## src/rtl/irq_stim_pkg.sv

```systemverilog
// Shared types and constants for the RI5CY bench interrupt stimulus generator.
package irq_stim_pkg;

  typedef enum logic [1:0] {
    ST_IDLE    = 2'b00,
    ST_WAIT    = 2'b01,
    ST_ASSERT  = 2'b10,
    ST_HOLDOFF = 2'b11
  } irq_stim_state_e;

  // Encoding 2'b11 is deliberately absent and behaves like MODE_OFF.
  typedef enum logic [1:0] {
    MODE_OFF    = 2'b00,
    MODE_RANDOM = 2'b01,
    MODE_FIXED  = 2'b10
  } irq_stim_mode_e;

  // Galois form of x^32 + x^22 + x^2 + x + 1 for a right-shifting register.
  localparam logic [31:0] LFSR_TAPS = 32'h8020_0003;
  localparam logic [31:0] LFSR_RST  = 32'h0000_0001;

  function automatic logic [31:0] lfsr_step(input logic [31:0] s);
    return s[0] ? ((s >> 1) ^ LFSR_TAPS) : (s >> 1);
  endfunction

endpackage

```

## src/rtl/irq_stim_lfsr.sv

```systemverilog
// 32-bit Galois LFSR with seed load; a zero seed is replaced by 1 so the register never locks up.
module irq_stim_lfsr
  import irq_stim_pkg::*;
(
  input  logic        clk,
  input  logic        rst,
  input  logic        enable,
  input  logic        seed_load,
  input  logic [31:0] seed,
  output logic [31:0] state
);

  always_ff @(posedge clk or posedge rst) begin
    if (rst)            state <= LFSR_RST;
    else if (seed_load) state <= (seed == '0) ? LFSR_RST : seed;
    else if (enable)    state <= lfsr_step(state);
  end

endmodule

```

## src/rtl/riscv_irq_stim_gen.sv

```systemverilog
// Bench-side interrupt stimulus generator: one IRQ at a time, random or fixed delay/ID, handshake stats.
// Define IRQ_STIM_TIMEOUT_EN to withdraw unacknowledged IRQs after TIMEOUT cycles (counted as dropped).
module riscv_irq_stim_gen
  import irq_stim_pkg::*;
#(
  parameter int DLY_W   = 16,
  parameter int CNT_W   = 32,
  parameter int TIMEOUT = 1024,
  parameter int HOLDOFF = 2
) (
  input  logic             clk_i,
  input  logic             rst_i,
  input  logic             enable_i,
  input  logic [1:0]       mode_i,
  input  logic             seed_load_i,
  input  logic [31:0]      seed_i,
  input  logic [DLY_W-1:0] min_delay_i,
  input  logic [DLY_W-1:0] max_delay_i,
  input  logic [4:0]       id_min_i,
  input  logic [4:0]       id_max_i,
  input  logic [DLY_W-1:0] fixed_delay_i,
  input  logic [4:0]       fixed_id_i,
  output logic             irq_o,
  output logic [4:0]       irq_id_o,
  input  logic             irq_ack_i,
  input  logic [4:0]       irq_ack_id_i,
  output logic             busy_o,
  output logic [CNT_W-1:0] raised_cnt_o,
  output logic [CNT_W-1:0] acked_cnt_o,
  output logic [CNT_W-1:0] dropped_cnt_o,
  output logic             mismatch_o
);

  localparam int HW = (HOLDOFF > 1) ? $clog2(HOLDOFF) : 1;

  if (DLY_W < 1 || DLY_W > 32 || CNT_W < 1 || TIMEOUT < 1 || HOLDOFF < 0) begin : g_bad_param
    $fatal(1, "riscv_irq_stim_gen: unsupported parameter set");
  end

  function automatic logic [CNT_W-1:0] sat_inc(input logic [CNT_W-1:0] v);
    return (&v) ? v : v + {{(CNT_W-1){1'b0}}, 1'b1};
  endfunction

  logic [31:0]      lfsr;
  logic             lfsr_unused;
  irq_stim_state_e  state;
  logic [DLY_W-1:0] wait_cnt;
  logic [4:0]       id_q;
  logic [HW-1:0]    ho_cnt;

  logic             draw_go;
  logic             is_fixed;
  logic [DLY_W:0]   dly_span;
  logic [5:0]       id_span;
  logic [DLY_W-1:0] rnd_dly;
  logic [4:0]       rnd_id;
  logic [DLY_W-1:0] draw_dly;
  logic [4:0]       draw_id;

  irq_stim_lfsr u_lfsr (
    .clk       (clk_i),
    .rst       (rst_i),
    .enable    (enable_i),
    .seed_load (seed_load_i),
    .seed      (seed_i),
    .state     (lfsr)
  );

  // Only the low delay bits and [20:16] feed the draw; the rest of the state just cycles.
  assign lfsr_unused = ^lfsr;

  assign is_fixed = (mode_i == 2'(MODE_FIXED));
  assign draw_go  = enable_i && ((mode_i == 2'(MODE_RANDOM)) || is_fixed);

  // Spans are one bit wider than the bounds so a full-range window does not wrap to zero.
  always_comb begin
    dly_span = '0;
    id_span  = '0;
    rnd_dly  = min_delay_i;
    rnd_id   = id_min_i;
    if (max_delay_i >= min_delay_i) begin
      dly_span = {1'b0, max_delay_i} - {1'b0, min_delay_i} + {{DLY_W{1'b0}}, 1'b1};
      rnd_dly  = min_delay_i + DLY_W'({1'b0, lfsr[DLY_W-1:0]} % dly_span);
    end
    if (id_max_i >= id_min_i) begin
      id_span = {1'b0, id_max_i} - {1'b0, id_min_i} + 6'd1;
      rnd_id  = id_min_i + 5'({1'b0, lfsr[20:16]} % id_span);
    end
  end

  assign draw_dly = is_fixed ? fixed_delay_i : rnd_dly;
  assign draw_id  = is_fixed ? fixed_id_i    : rnd_id;

`ifdef IRQ_STIM_TIMEOUT_EN
  localparam int TW = (TIMEOUT > 1) ? $clog2(TIMEOUT) : 1;
  logic [TW-1:0]    tmo_cnt;
  logic [CNT_W-1:0] dropped_q;
  assign dropped_cnt_o = dropped_q;
`else
  assign dropped_cnt_o = '0;
`endif

  always_ff @(posedge clk_i or posedge rst_i) begin
    if (rst_i) begin
      state        <= ST_IDLE;
      wait_cnt     <= '0;
      id_q         <= '0;
      ho_cnt       <= '0;
      irq_o        <= 1'b0;
      irq_id_o     <= '0;
      busy_o       <= 1'b0;
      raised_cnt_o <= '0;
      acked_cnt_o  <= '0;
      mismatch_o   <= 1'b0;
`ifdef IRQ_STIM_TIMEOUT_EN
      tmo_cnt      <= '0;
      dropped_q    <= '0;
`endif
    end else begin
      case (state)
        ST_IDLE: begin
          if (draw_go) begin
            state    <= ST_WAIT;
            busy_o   <= 1'b1;
            wait_cnt <= draw_dly;
            id_q     <= draw_id;
          end
        end
        ST_WAIT: begin
          if (!enable_i) begin
            state  <= ST_IDLE;
            busy_o <= 1'b0;
          end else if (wait_cnt == '0) begin
            state        <= ST_ASSERT;
            irq_o        <= 1'b1;
            irq_id_o     <= id_q;
            raised_cnt_o <= sat_inc(raised_cnt_o);
`ifdef IRQ_STIM_TIMEOUT_EN
            tmo_cnt      <= '0;
`endif
          end else begin
            wait_cnt <= wait_cnt - {{(DLY_W-1){1'b0}}, 1'b1};
          end
        end
        ST_ASSERT: begin
          // Ack is checked first so a same-cycle timeout never counts as a drop.
          if (irq_ack_i) begin
            irq_o       <= 1'b0;
            acked_cnt_o <= sat_inc(acked_cnt_o);
            if (irq_ack_id_i != irq_id_o) mismatch_o <= 1'b1;
            ho_cnt <= '0;
            if (HOLDOFF == 0) begin
              state  <= ST_IDLE;
              busy_o <= 1'b0;
            end else begin
              state <= ST_HOLDOFF;
            end
          end
`ifdef IRQ_STIM_TIMEOUT_EN
          else if (tmo_cnt == TW'(TIMEOUT - 1)) begin
            irq_o     <= 1'b0;
            dropped_q <= sat_inc(dropped_q);
            ho_cnt    <= '0;
            if (HOLDOFF == 0) begin
              state  <= ST_IDLE;
              busy_o <= 1'b0;
            end else begin
              state <= ST_HOLDOFF;
            end
          end else begin
            tmo_cnt <= tmo_cnt + {{(TW-1){1'b0}}, 1'b1};
          end
`endif
        end
        ST_HOLDOFF: begin
          if (ho_cnt == HW'(HOLDOFF - 1)) begin
            state  <= ST_IDLE;
            busy_o <= 1'b0;
          end else begin
            ho_cnt <= ho_cnt + {{(HW-1){1'b0}}, 1'b1};
          end
        end
        default: begin
          state  <= ST_IDLE;
          busy_o <= 1'b0;
        end
      endcase
    end
  end

endmodule

```

## config.mk

```make
export PLATFORM = sky130hd
export DESIGN_NAME = riscv_irq_stim_gen
export DESIGN_NICKNAME = d
export VERILOG_FILES = /design/src/rtl/irq_stim_pkg.sv /design/src/rtl/irq_stim_lfsr.sv /design/src/rtl/riscv_irq_stim_gen.sv
export SDC_FILE = /design/constraint.sdc
export NUM_CORES = 1
export LEC_CHECK = 0
export CAP_MARGIN = 20
export CORE_MARGIN = 8
export CORE_UTILIZATION = 53
export DETAILED_ROUTE_END_ITERATION = 10
export PLACE_DENSITY = 0.79
export SYNTH_ARGS = -nofsm -noshare
export SYNTH_HDL_FRONTEND = slang
export SYNTH_SLANG_ARGS = --single-unit
export TNS_END_PERCENT = 5
```

## constraint.sdc

```tcl
create_clock -name clk_i -period 35.9 [get_ports clk_i]
set_input_delay 5.385 -clock clk_i [delete_from_list [all_inputs] [get_ports clk_i]]
set_output_delay 5.385 -clock clk_i [all_outputs]
set_load 0.1 [all_outputs]
```

* Word level (Yosys, flattened, before mapping)
Cells that the tools add are included.
** Word-level totals
- Register bits :: 128
- ROM bits :: 0
- Logic and storage cells :: 92
- Bits in writable memories :: 0
- Bits in latches :: 0
- Memories kept :: 0
- Input port bits :: 107
** Operators by class
- Reduce and logical (&&, ||, !) cells :: 22
- Multiply operators :: 0
- Bitwise gates (word level) :: 3
- $lt $le $gt $ge :: 2
- Add/sub/neg operators :: 10
- Divide/modulo/power cells :: 2
- Shift operators :: 0
- Eq/ne operators :: 14
- Muxes and demuxes :: 28
** Operator list (number)
- 2-to-1 mux 32 bit :: 4
- 2-to-1 mux 16 bit :: 5
- adder 32 x 1 -> 32 bit, second input constant :: 2
- AND reduction 32 bit :: 2
- zero test 32 bit :: 1
- case mux 16 bit (2 select lines) :: 1
- AND reduction 4 bit :: 5
- adder 17 x 1 -> 17 bit, second input constant :: 1
- remainder unit 16 x 17 -> 17 bit :: 1
- subtractor 16 x 16 -> 17 bit :: 1
- adder 16 bit :: 1
- greater-or-equal comparator 16 bit :: 1
- zero test 16 bit :: 1
- subtractor 16 x 1 -> 16 bit, second input constant :: 1
- inequality test 2 bit, second input constant :: 7
- 2-to-1 mux 2 bit :: 5
- 2-to-1 mux 5 bit :: 2
- AND reduction 3 bit :: 3
- case mux 2 bit (4 select lines) :: 1
- nonzero test 2 bit :: 4
- 2-to-1 mux 1 bit :: 7
- adder 6 x 1 -> 6 bit, second input constant :: 1
- == test 2 bit, second input constant :: 3
- remainder unit 5 x 6 -> 6 bit :: 1
- other kinds (16) :: 20

* Logic depth before layout (Yosys ltp)
Gate-level depths: netlist (run 1).
- Depth after elaboration :: 8
- Mapped depth :: 188
- Gate-level depth less buffers :: 178

* By module
Synthesis (run 1) repeated with hierarchy kept, for this count alone.
** Unflattened totals
- Cell total of the unflattened synthesis :: 2334
- Area, all modules :: 18445.2 um^2
** By module, submodules not included
- riscv_irq_stim_gen :: cells each 2178, area each 16846.2 um^2, instances 1
- irq_stim_lfsr :: cells each 156, area each 1599.0 um^2, instances 1

* Worst setup path after synthesis (run 1)
Ideal clock, no wire load.
- Path type :: in2reg
- From :: in min_delay_i[4]
- To :: reg wait_cnt[15]
- Data required time :: 35.771 ns
- Slack :: -5.658 ns
- Data arrival time :: 41.429 ns
- Stages :: 177
- Path buffers :: 12
- Cells stage by stage :: inv_1 > ha_1 > inv_1 > fa_1 > and2b_4 > or4_1 > o311a_1 > a211oi_1 > nand2_1 > a211oi_1 > nand2b_1 > a21o_1 > ha_1 > o21a_1 > o21a_1 > nor2_1 > o31ai_1 > a21oi_1 > [141 not listed] > o21a_1 > clkbuf_1 > mux2i_1 > ha_1 > a21o_1 > a21oi_1 > o21bai_1 > a21oi_1 > o21ai_0 > a21o_1 > a21o_1 > a31o_2 > a31o_2 > and3_1 > or3b_2 > mux2i_1 > xnor2_1 > o21ai_0
** Between the ends
- Word-level cells in the longest chain between the ends :: 8
- Elaborated cells on any way between the ends :: 9
- Those cells by class :: add/sub (3); div (1); order compare (1); mux (4)
** RTL lines
- start, declared :: RTL line riscv_irq_stim_gen.sv:17 : input logic [DLY_W-1:0] min_delay_i,
- subtractor 16 x 16 -> 17 bit :: RTL line riscv_irq_stim_gen.sv:82 : dly_span = {1'b0, max_delay_i} - {1'b0, min_delay_i} + {{DLY_W{1'b0}}, 1'b1};
- adder 17 x 1 -> 17 bit :: RTL line riscv_irq_stim_gen.sv:82
- remainder unit 16 x 17 -> 17 bit :: RTL line riscv_irq_stim_gen.sv:83 : rnd_dly = min_delay_i + DLY_W'({1'b0, lfsr[DLY_W-1:0]} % dly_span);
- adder 16 bit :: RTL line riscv_irq_stim_gen.sv:83
- 2-to-1 mux 16 bit (*) :: RTL line riscv_irq_stim_gen.sv:81 : if (max_delay_i >= min_delay_i) begin
- 2-to-1 mux 16 bit (*) :: RTL line riscv_irq_stim_gen.sv:91 : assign draw_dly = is_fixed ? fixed_delay_i : rnd_dly;
- 2-to-1 mux 16 bit (*) :: RTL line riscv_irq_stim_gen.sv:122 : if (draw_go) begin
- case mux 16 bit (2 select lines) (*) :: RTL line riscv_irq_stim_gen.sv:120 : case (state)
- end signal, assigned :: RTL line riscv_irq_stim_gen.sv:125 : wait_cnt <= draw_dly;
- end signal, assigned :: RTL line riscv_irq_stim_gen.sv:142 : wait_cnt <= wait_cnt - {{(DLY_W-1){1'b0}}, 1'b1};
- end, declared :: RTL line riscv_irq_stim_gen.sv:47 : logic [DLY_W-1:0] wait_cnt;
Every way passes the cells marked *; elsewhere a longest branch is shown, timed or not. The select of a mux whose other input is x is not followed.
A chain may end at the register's enable or synchronous reset.

* Worst setup path after layout (run 1)
- From :: in min_delay_i[8]
- To :: reg wait_cnt[15]
The elaborated chain is that of the path after synthesis.

==> impl_metrics.py, run 1 <==
metrics = {
    "status": {
        "outcome": "complete, but fails checks",
        "violations": "setup timing",
    },
    "worst_setup_path": {
        "crit_type": "input port to flop",
        "r2r_cells": 169,
        "worstReg2RegStart": "u_lfsr.state[15]",
        "cp.required_ns": 36.23,
        "r2r_end": "wait_cnt[15]",
        "path_common_cell": "buf_4",
        "crit_fanout": 8,
        "cp-end-kind": "flop",
        "arrival_ns": 37.69,
        "slowest_stage": "or4b_4",
        "rrSetupSlack_ns": 5.03,
        "max_stage_delay_ns": 0.53,
        "crit_path_start_kind": "input port",
    },
    "floorplanning": {
        "die_y_um": 201,
        "dieArea_um2": 40400,
        "ios": 211,
        "row_count": 67,
        "die_w_um": 201,
        "core_area_um2": 33600,
        "start_util_pct": 54.0,
    },
    "placed_design": {
        "io_buffers": 178,
        "place_congestion": 0.954,
        "dp_hpwl_um": 53500,
        "post-place-ws_ns": -2.52,
    },
    "grt": {
        "grt_pass1_wl_um": 114000,
        "grt-ovfl-total": 0,
        "grt_usage_pct": 33.9,
        "grt_max_degree": 78,
        "grt_pass1_vias": 22310,
        "antenna_found_initial": 0,
    },
    "sta": {
        "hold_slack_ns": 0.469,
        "setup_viol_count_final": 14,
        "finalWorstPathRequiredPeriod_ns": 37.36,
        "finalClockSkew_ns": 0.0132,
        "rsz0062_at_grt": "yes",
        "relSlewSlack_pct": 26.1,
        "fin_ws_ns": -1.46,
        "tightest_slew_ns": 1.11,
        "hold_viol_final": 0,
        "maxSlewViolCount": 0,
        "fmax_ghz": 0.0268,
        "fin_crit_sh_pct": 104,
    },
    "synth": {
        "synth_area_um2": 18100,
        "synth_top_area_cell": "dfrtp_1",
        "ys.flop_type": "dfrtp_1",
        "synthTopCellsByArea": "dfrtp_1 (18%), ha_1 (17%), xnor2_1 (6.5%)",
        "avgSynthCellArea_um2": 8.00,
        "synth.most_common_cell": "ha_1",
        "ys_seq_elements": 128,
        "async_flop_share_pct": 100,
        "syn_inst": 2270,
        "synth_sequential_area_ratio_pct": 17.7,
        "synth_edf_count": 0,
        "yosys_warnings": 0,
        "yosysUniqueCellTypes": 92,
        "synth_top_cell_area_share_pct": 17.5,
        "synthTopCellsByCount": "ha_1 (246), nand2_1 (204), nor2_1 (166), o21ai_0 (156), xnor2_1 (135)",
    },
    "power_and_ir_drop": {
        "p_per_area_nw_per_um2": 65.8,
        "peakVddDrop_mv": 0.0543,
        "power.leakage_nw": 13.3,
    },
    "clocking": {
        "cts_tree": "done",
        "insertion_delay_ns": 0.44,
        "clk_pin_slew_worst_paths_ns": 0.07,
        "cts-root-buf": "clkbuf_16",
        "htreeDepth": 4,
        "clk_path_buf_depth": 2,
        "numCtsBuffers": 17,
        "cts_sinks": 128,
        "hold_buffers": 0,
    },
    "route": {
        "drt_pass1_iterations": 6,
        "via_count": 21678,
        "viasPerCell": 6.08,
        "ant_nets": 0,
        "drt_iter0_drc": 1864,
        "wl_um": 73700,
        "drc_errors": 0,
        "wire_per_inst_um": 20.7,
    },
    "flow_run": {
        "cap_violations": 0,
    },
    "hold_path": {
        "min_from": "mismatch_o",
        "hp-class": "flop to flop",
        "timing.hold.worst_endpoint": "mismatch_o",
        "min_path_cells": 1,
    },
    "cells_and_area": {
        "drive_gt1_share_pct": 33.2,
        "nets": 3471,
        "fillers": 2001,
        "diodes": 0,
        "area_growth_pct": 50.2,
    },
}
-- timing repair --
item / in CTS / in global routing
buffers inserted: 101 / 24
pin swaps: 143 / 62
endpoints found under the setup margin: 16 / 16
gates resized for setup: 136 / 58
gates cloned: 1 / 1
-- metrics by stage --
step	setup TNS (ns)	utilization, %	area, µm²	instances	power (mW)
after floorplan	-11.16	-	18900	2303	0.933
after global placement	-12.49	74.2	24900	3405	1.38
after detailed placement	-27.30	74.2	24900	3405	1.42
after CTS	-0.896	79.7	26800	3539	1.70
after global routing	-32.35	81.1	27300	3565	1.90
final	-11.47	81.1	27300	3565	1.79
-- where the power goes --
group	switching [mW]	internal, mW	total [mW]
registers	0.0219	0.163	0.185
logic	0.717	0.720	1.44
clock network	0.0811	0.0918	0.173
total	0.820	0.975	1.79
-- placed cells by master, fill, tap and decap left out, types with 25 or more instances in the layout --
cell and n:
a31oi_1 25, nand2_1 193, a21o_1 69, a21oi_2 31, conb_1 34, nor2_1 158
mux2i_1 55, o21a_1 57, o21ai_0 122, nand3_1 61, ha_4 25, ha_1 215
xnor2_1 134, or3_1 29, xor2_1 57, nand4_1 27, mux2_2 48, dfrtp_1 127
clkdlybuf4s50_1 164, a21oi_1 96, buf_4 696, nand2b_1 26, nor3_1 78, inv_1 110
-- flip-flops by register name, summed over array words and instances (netlist names), 5 cells and up, named ones only --
register / flops
acked_cnt_o: 32
id_q: 5
irq_id_o: 5
raised_cnt_o: 32
u_lfsr.state: 32
wait_cnt: 16
-- worst max-delay path: cells and delay by family --
kind,cells,cell delay [ns]
adders and majority gates,18,5.01
buffers and inverters,33,4.64
and+or+nand+nor,39,6.68
AOI/OAI and AO/OA,83,14.67
xor gates and xnor gates,2,0.23
muxes,4,0.96
-- kinds of logic after synthesis --
group	count (synthesis)	share of synthesized area [%]
muxes	117	6.87
other	1	0.0207
AOI/OAI and AO/OA	621	22.7
DFF	128	17.7
adders and majority gates	260	18.5
and+or+nand+nor	729	19.6
xor gates and xnor gates	193	9.36
buffers and inverters	221	5.30
-- final cells by class --
class	count	area, µm²	area share [%]
multi-input combinational	1955	15400	56.4
timing repair buffer	886	7120	26.1
sequential	128	3200	11.8
tap	448	561	2.06
inverter	116	438	1.61
clock buffer	17	425	1.56
clock inverter	15	139	0.510
-- layer usage --
metal / share of wire [%] / up-vias / global-route usage [%]
li1: - / 9864 / -
met1: 38 / 10361 / 39.7
met2: 49 / 1112 / 59.3
met3: 7.1 / 341 / 5.00
met4: 5.9 / 0 / 17.6
met5: 0 / - / 0
-- worst max path at each step --
stage / startpoint / to / slack [ns] / cells after the start
after floorplan: min_delay_i[4] / wait_cnt[15] / -1.56 / 178
after global placement: min_delay_i[4] / wait_cnt[15] / -1.50 / 163
after detailed placement: min_delay_i[4] / wait_cnt[15] / -2.52 / 169
after CTS: min_delay_i[4] / wait_cnt[15] / -0.32 / 173
after global routing: min_delay_i[8] / wait_cnt[15] / -2.77 / 177
final: min_delay_i[8] / wait_cnt[15] / -1.46 / 179
No activity file was read; power rests on OpenSTA's default activity.
==> run 2, diff against run 1 <==
--- a/config.mk
+++ b/config.mk
@@ -6,6 +6,7 @@
 export NUM_CORES = 1
 export LEC_CHECK = 0
 export CAP_MARGIN = 20
+export CORE_ASPECT_RATIO = 0.6
 export CORE_MARGIN = 8
 export CORE_UTILIZATION = 53
 export DETAILED_ROUTE_END_ITERATION = 10
==> run 2 against run 1 <==
Effect of this change: the run still ends with setup timing left; fmax is 2.2% lower; die area is 0.48% higher; sequential cell count stayed put; worst setup slack worse by 0.83 ns; global-route usage is 1.4 points higher; critical endpoint is now wait_cnt[12].
==> impl_metrics.py, run 2 (synthesized netlist as in run 1, its figures left out) <==
metrics = {
    "power_and_ir_drop": {
        "comb_power_share_pct": 79.4,
        "peakVddDrop_mv": 0.0465,
        "p_per_area_nw_per_um2": 66.2,
        "power.leakage_nw": 13.3,
        "p_switching_mw": 0.830,
        "power.share.clock_pct": 10.5,
        "p_seq_share_pct": 10.2,
        "p_sw_share_pct": 45.4,
        "post-layout-total-power_mw": 1.83,
        "internal_power_mw": 0.998,
    },
    "placed_design": {
        "post-place-cells": 3442,
        "place_congestion": 0.963,
        "io_buffers": 178,
        "dp_hpwl_um": 57100,
        "placed_cell_area_um2": 25200,
    },
    "floorplanning": {
        "dieArea_um2": 40600,
        "ios": 211,
        "die_w_um": 255,
        "core_area_um2": 33700,
        "start_util_pct": 53.8,
        "die_y_um": 159,
        "row_count": 52,
    },
    "route": {
        "wire_per_inst_um": 21.8,
        "viasPerCell": 6.16,
        "via_count": 22100,
        "drc_errors": 0,
        "drt_pass1_iterations": 8,
        "ant_nets": 0,
        "drt_iter0_drc": 2629,
        "wl_um": 78100,
    },
    "sta": {
        "setup_viol_count_final": 16,
        "fin_crit_sh_pct": 106,
        "finalWorstPathRequiredPeriod_ns": 38.19,
        "hold_slack_ns": 0.477,
        "fmax_ghz": 0.0262,
        "relSlewSlack_pct": 23.4,
        "hold_viol_final": 0,
        "fin_setup_tns_ns": -25.63,
        "maxSlewViolCount": 0,
        "finalClockSkew_ns": 0.0122,
        "tightest_slew_ns": 1.15,
        "fin_ws_ns": -2.29,
        "rsz0062_at_grt": "yes",
    },
    "clocking": {
        "clk_pin_slew_worst_paths_ns": 0.06,
        "numCtsBuffers": 17,
        "cts_sinks": 128,
        "cts_tree": "done",
        "insertion_delay_ns": 0.44,
        "clk_path_buf_depth": 2,
        "hold_buffers": 0,
        "htreeDepth": 4,
        "cts-root-buf": "clkbuf_16",
    },
    "worst_setup_path": {
        "cp.required_ns": 36.18,
        "slowest_stage": "fa_2",
        "crit_fanout": 9,
        "crit_type": "input port to flop",
        "max_stage_delay_ns": 0.62,
        "path_common_cell": "buf_4",
        "cp-end-kind": "flop",
        "critical-path-top-delay-family": "compound AO/OA/AOI/OAI gates",
        "critPathBufInv": 23,
        "arrival_ns": 38.48,
        "crit_path_start_kind": "input port",
    },
    "status": {
        "violations": "setup timing",
        "outcome": "complete, but fails checks",
    },
    "cells_and_area": {
        "nets": 3479,
        "final_cell_area_um2": 27600,
        "drive_gt1_share_pct": 33.8,
        "fin_cells": 3587,
        "layout_common_cells": "buf_4 (701), ha_1 (207), nand2_1 (193)",
        "reg_top3": "acked_cnt_o (32), raised_cnt_o (32), u_lfsr.state (32)",
        "area_growth_pct": 52.1,
        "final_common_cell": "buf_4",
    },
    "grt": {
        "grt_pass1_wl_um": 116000,
        "grt_usage_pct": 35.3,
        "grt_max_degree": 80,
        "grt_pass1_vias": 21546,
        "grt-ovfl-total": 0,
        "antenna_found_initial": 3,
    },
    "hold_path": {
        "hp-class": "flop to flop",
    },
    "flow_run": {
        "cap_violations": 0,
    },
}
## run 2: cell count changes in the layout (fill, tap and decap cells not counted), moves of 5 or more
cell	before	now
clkdlybuf4s50_1	164	172
ha_1	215	207
buf_6	11	5
dlygate4sd2_1	10	4
ha_2	6	12
inv_6	6	0
buf_4	696	701
inv_8	5	0
nand3_1	61	56
nand3_2	1	6
## run 2: per-stage QoR
step / util, % / worst slack, ns
floorplan: - / -1.56
detailed placement: 74.7 / -3.28
CTS: 79.3 / -1.19
global placement: 74.7 / -1.99
finish: 81.9 / -2.29
global route: 81.9 / -3.49
## run 2: layer usage
metal | share of wire (%) | GRT usage [%] | vias to the layer above
li1 | - | - | 9895
met1 | 42 | 49.0 | 10494
met2 | 44 | 54.3 | 1418
met3 | 10 | 7.29 | 293
met4 | 3.8 | 10.7 | 0
met5 | 0 | 0 | -
## run 2: final timing paths
kind	from	to	slack [ns]	depth (start not counted)
setup / recovery	max_delay_i[6]	wait_cnt[12]	-2.29	170
hold / removal	mismatch_o	mismatch_o	0.48	1
setup reg to reg	u_lfsr.state[15]	wait_cnt[12]	4.26	162
hold reg to reg	mismatch_o	mismatch_o	0.48	1
max in group asynchronous	rst_i	wait_cnt[9]	29.39	4
min in group asynchronous	rst_i	acked_cnt_o[14]	5.43	2
## run 2: timing repair
action | in CTS | in global routing
endpoints found under the setup margin | 16 | 16
gates cloned | 2 | 0
gates resized for setup | 101 | 96
buffers inserted | 61 | 42
pin swaps | 91 | 116
## run 2: area by class of cell
class	instances	area, µm²
Multi-Input combinational cell	1956	15500
Timing Repair Buffer	893	7250
Fill cell	2006	6100
Sequential cell	128	3200
Tap cell	459	574
Clock buffer	22	454
Inverter	116	440
Clock inverter	10	160
Antenna cell	3	7.51
## run 2: power groups by stage
stage                     combinational (mW)  sequential (mW)  clock (mW)
after floorplan                        0.734            0.199           0
after detailed placement                1.25            0.186           0
after global placement                  1.21            0.184           0
final                                   1.45            0.186       0.191
after CTS                               1.32            0.184       0.191
after global routing                    1.54            0.187       0.197
